[config.mk]
export PLATFORM = sky130hd
export DESIGN_NAME = sdram_rd_pipe
export DESIGN_NICKNAME = d
export VERILOG_FILES = /design/src/rtl/sdram_model_pkg.sv /design/src/rtl/sdram_rd_pipe.sv
export SDC_FILE = /design/constraint.sdc
export NUM_CORES = 1
export LEC_CHECK = 0
export CORE_MARGIN = 4
export CORE_UTILIZATION = 44
export CTS_CLUSTER_SIZE = 12
export DETAILED_ROUTE_END_ITERATION = 12
export GPL_ROUTABILITY_DRIVEN = 0
export GPL_TIMING_DRIVEN = 0
export PLACE_DENSITY = 0.76
export SYNTH_ARGS = -nofsm -noshare
export SYNTH_HDL_FRONTEND = slang
export SYNTH_SLANG_ARGS = --single-unit
[constraint.sdc]
create_clock -name clk -period 1.7 [get_ports clk]
set_clock_uncertainty 0.05 [all_clocks]
set_input_delay 0.51 -clock clk [delete_from_list [all_inputs] [get_ports clk]]
set_output_delay 0.51 -clock clk [all_outputs]
set_load 0.01 [all_outputs]
[src/rtl/sdram_model_pkg.sv]
// Shared types and decode helpers for the SDR SDRAM device model.
package sdram_model_pkg;

   localparam int unsigned NumBanks = 4;
   localparam int unsigned BankW    = 2;
   localparam int unsigned ColW     = 10;
   localparam int unsigned DataW    = 32;
   localparam int unsigned ByteW    = 4;
   localparam int unsigned ClMax    = 3;

   typedef enum logic [2:0] {
      CmdLmr   = 3'b000,
      CmdAref  = 3'b001,
      CmdPre   = 3'b010,
      CmdAct   = 3'b011,
      CmdWrite = 3'b100,
      CmdRead  = 3'b101,
      CmdBst   = 3'b110,
      CmdNop   = 3'b111
   } sdram_cmd_e;

   typedef enum logic {BankIdle, BankOpen} bank_state_e;

   typedef struct packed {
      logic             valid;
      logic [DataW-1:0] data;
      logic [ByteW-1:0] oe;
   } rd_beat_t;

   // Column wrap mask is BL-1, which doubles as the beat count after beat 0.
   function automatic logic [2:0] bl_mask(input logic [1:0] code);
      case (code)
         2'd0:    return 3'd0;
         2'd1:    return 3'd1;
         2'd2:    return 3'd3;
         default: return 3'd7;
      endcase
   endfunction

   function automatic logic lmr_legal(input logic [2:0] cl, input logic [2:0] bl);
      return (cl == 3'd2 || cl == 3'd3) && !bl[2];
   endfunction

   function automatic logic [ColW-1:0] wrap_col(input logic [ColW-1:0] base,
                                                input logic [2:0] idx,
                                                input logic [2:0] mask);
      logic [ColW-1:0] m;
      m = {7'd0, mask};
      return (base & ~m) | ((base + {7'd0, idx}) & m);
   endfunction

endpackage

[src/rtl/sdram_rd_pipe.sv]
// CAS-latency delay line for read beats; entries enter at a CL-dependent slot and drain at slot 0.
module sdram_rd_pipe
   import sdram_model_pkg::*;
#(
   parameter int unsigned DEPTH = 2
) (
   input  logic                     clk,
   input  logic                     reset,
   input  logic                     en,
   input  logic                     flush,
   input  logic                     ins_valid,
   input  logic [$clog2(DEPTH)-1:0] ins_pos,
   input  logic [DataW-1:0]         ins_data,
   input  logic [ByteW-1:0]         ins_oe,
   output rd_beat_t                 head
);

   rd_beat_t stage [DEPTH];

   always_ff @(posedge clk) begin
      if (reset || (en && flush)) begin
         for (int i = 0; i < DEPTH; i++) stage[i] <= '0;
      end else if (en) begin
         for (int i = 0; i < DEPTH - 1; i++) stage[i] <= stage[i+1];
         stage[DEPTH-1] <= '0;
         if (ins_valid) stage[ins_pos] <= '{valid: 1'b1, data: ins_data, oe: ins_oe};
      end
   end

   assign head = stage[0];

endmodule

# Word-level counts from Yosys, hierarchy flattened
# Memories as Yosys holds them, arrays and structs flattened.
# Index checks and enable logic that the tools add are counted.
# word_totals
inputBits	42
mem_bits_rw	74
mem_count	1
elab_cells	16
regBits	0
# mem_list
memory	depth	word_bits	rd	rd_ports_with_merged_regs	write_ports	line	rtl
stage	2	37	2	0	3	sdram_rd_pipe.sv:18	rd_beat_t stage [DEPTH];
# classes
n_reduce_logical	2
n_mux	11
n_bitwise	2
# ops
op	n
$mux 37	2
$mux 1	9
$or 1x1->1	2
$logic_and 1x1->1	1
$logic_or 1x1->1	1

# Depth between registers and ports, before layout
# depth
ltp_word	5
ltp_mapped	5

# Least setup slack after synthesis
# No wires, ideal clock.
# synth_path
path_kind	input port to flip-flop
startpoint	input port reset
endpoint	memory stage[0][0] (netlist name) (enable)
cell_stages	2
required_ps	1259
path_buffers	0
arrival_ps	1282
setup_time_ps	391
slack_ps	-22
path_cell_list	nor2_1 -> inv_1
# synth_rtl
element	line	rtl
start, declared	sdram_rd_pipe.sv:8	input logic reset,
end, declared	sdram_rd_pipe.sv:18	

==> flow_summary.yaml <==
cells_and_area:
  top_register: "stage"
  fin_util_pct: 62.4
  largest_register_ffs: 74
  syn_to_final_growth_pct: 38.1
  final_nets: 383
  drive_above_1_share_pct: 11.9
  fill_cells: 558
  num_antenna_cells: 0
  reg.largest.list: "stage (74)"
critical_path:
  r2r-end: "stage[0][27]$_DFFE_PP_"
  crit_fanout: 10
  critPathCaptureType: "flop"
  max_stage_delay_ns: 0.42
  timing.rr.start: "stage[1][27]$_DFFE_PP_"
  crit_start: "flush"
  crit_end: "stage[1][27]$_DFFE_PP_"
  rr_worst_depth: 2
  path_class: "input port to flop"
  arrival_ns: 1.82
  r2r_setup_slack_ns: 0.88
  worst_setup_path_start_kind: "input port"
  worstPathRequired_ns: 1.85
  crit_chain: "clkdlybuf4s50_1 -> or3b_4 -> nor2_8 -> buf_6 -> and2_1"
  cp_slowest_cell: "or3b_4"
power_and_ir_drop:
  p_per_area_nw_per_um2: 896
  ir_worst_vdd_uv: 450
  intPower_mw: 2.95
  switching_share_pct: 22.2
  pwr-share-seq_pct: 56.0
  p_leak_nw: 1.74
  p_sw_mw: 0.844
  combPwrFrac_pct: 10.2
  clkPwrFrac_pct: 33.8
timing:
  finalMaxSlewViolations: 0
  setup_viol: 0
  clock.fmax_mhz: 599
  period_minus_slack_ns: 1.67
  max-slew-margin-rel_pct: 78.6
  hold_slack_ns: 0.411
  finalCritPeriodShare_pct: 98.3
  rsz0062_at_grt: "false"
  hold_viol_final: 0
  tightest_slew_ns: 0.321
  setup_tns_ns: 0
routing:
  drt-pass1-iter-count: 4
  drt-wirelength-per-cell_microns: 14.9
  via_count: 2090
  drt_wl_total_microns: 6580
  via_per_inst: 4.74
  ant_nets: 0
  drc_errors: 0
  first_iter_violations: 80
synthesis:
  yosysWarnings: 0
  netlist_instances: 245
  syn-cell-area_sq_um: 3070
  ys_types: 17
  synth_top_cell_area_share_pct: 70.4
  ys_ff_latch: 74
  synth_top_cell_by_area: "edfxtp_1"
  synth.area.top_cells: "edfxtp_1 70%, nand2_1 9.0%, and2_1 7.3%"
  syn_area_per_cell_sq_um: 12.5
  yosysSeqAreaShare_pct: 71.7
  syn-num-nets: 287
floorplan:
  start_util_pct: 45.2
  die_height_microns: 91.5
  coreArea_sq_um: 6790
  dieArea_sq_um: 8380
  die_w_microns: 91.5
  io_pins: 79
  rows: 30
global_routing:
  grt_max_degree: 19
  gr-total-overflow: 0
  grt_pass1_wl_microns: 10300
  antenna_found_initial: 0
  grt_pass1_vias: 2051
  grt.total_usage_pct: 16.1
worst_hold_path:
  hp-class: "flop to flop"
  hold_depth: 1
clocking:
  cts_sinks: 74
  cts_hold_buf: 0
  cts_buffers: 9
  cts_buffer_depth: 2
  root_buffer: "clkbuf_8"
  htreeDepth: 3
  clk_latency_ns: 0.34
  tritoncts: "done"
  clkTransAtPathRegs_ns: 0.08
status:
  status: "finished clean"
place:
  io_buffers: 78
  post-dp-hpwl_microns: 4200
run:
  drv_cap: 0
[synth_stat cells]
cell type	number
nand2_1	74
edfxtp_1	72
a21oi_1	36
and2_1	36
buf_6	7
clkbuf_1	6
dfxtp_1	2
inv_1	2
nor2_1	2
a21o_1	1
buf_2	1
buf_4	1
nand2b_1	1
nor2_8	1
nor2b_1	1
o21ai_0	1
or3b_4	1
[layer usage]
| metal | part of all wire (%) | track usage, % | vias up |
|---|---|---|---|
| met5 | 0 | 0 | - |
| met4 | 0.87 | 6.16 | 0 |
| met3 | 5.7 | 3.81 | 6 |
| met2 | 50 | 27.0 | 68 |
| met1 | 43 | 20.1 | 988 |
| li1 | - | - | 1028 |
[cell families after synthesis]
group / share of synthesized area [%]
simple gates: 18.1
flops: 71.7
compound gates: 6.28
buf+inv: 3.95
[final cells by class]
cell class	instances	area, sq um	area share (%)
sequential	74	2200	51.9
timing repair buffer	83	807	19.0
multi-input combinational	154	754	17.8
buffer	15	143	3.36
clock buffer	9	124	2.92
tap	96	120	2.83
clock inverter	6	58.8	1.39
inverter	2	15.0	0.354
timing repair inverter	2	15.0	0.354
[how the worst min path moves through the flow]
| stage | start | end | slack (ns) |
|---|---|---|---|
| floorplan | stage[1][36]$_SDFFE_PN1P_ | stage[1][36]$_SDFFE_PN1P_ | 0.38 |
| global placement | stage[1][36]$_SDFFE_PN1P_ | stage[1][36]$_SDFFE_PN1P_ | 0.38 |
| detailed placement | stage[1][36]$_SDFFE_PN1P_ | stage[1][36]$_SDFFE_PN1P_ | 0.39 |
| CTS | stage[1][36]$_SDFFE_PN1P_ | stage[1][36]$_SDFFE_PN1P_ | 0.41 |
| global route | stage[1][36]$_SDFFE_PN1P_ | stage[1][36]$_SDFFE_PN1P_ | 0.43 |
| finish | stage[1][36]$_SDFFE_PN1P_ | stage[1][36]$_SDFFE_PN1P_ | 0.41 |
[repair_timing]
| item | CTS | global route |
|---|---|---|
| buffers inserted | 5 | 0 |
| resized for setup | 48 | 18 |
| pin swaps | 0 | 1 |
| gates cloned | 2 | 0 |
| endpoints found under the setup margin | 168 | 40 |
[critical path: cells and delay by family]
kind,cells,cell delay [ns]
buffers and inverters,2,0.57
AND/OR/NAND/NOR,3,0.74
[power by group through the flow]
stage | Clock, mW | Sequential [mW] | Combinational (mW)
after floorplan | 0 | 2.19 | 0.124
after global placement | 0 | 2.17 | 0.384
after detailed placement | 0 | 2.17 | 0.391
after CTS | 1.31 | 2.13 | 0.386
after global routing | 1.38 | 2.13 | 0.421
final | 1.29 | 2.13 | 0.387
[metrics by stage]
stage                     cell area (sq um)  power [mW]  instances  setup slack (ns)
after floorplan                        3090        2.31        245            0.0576
after global placement                 3990        2.55        419            -0.722
after detailed placement               3990        2.56        419            -0.749
after CTS                              4220        3.82        441           0.00535
after global routing                   4240        3.94        441           0.00962
final                                  4240        3.80        441            0.0296
[layout by cell type, fill, tap and decap left out]
cell type / instances
nand2_1: 74
edfxtp_1: 72
dlygate4sd2_1: 39
clkdlybuf4s50_1: 39
and2_1: 36
a21oi_1: 36
clkbuf_8: 9
buf_6: 8
buf_4: 8
clkinvlp_4: 6
buf_12: 3
clkinv_2: 2
dfxtp_1: 2
or3b_4: 1
nor2_8: 1
nor2b_1: 1
nand2b_1: 1
clkbuf_4: 1
nor2_4: 1
a21o_1: 1
nor2_1: 1
o21ai_0: 1
clkinv_1: 1
bufinv_16: 1
(Power assumes the default switching activity.)
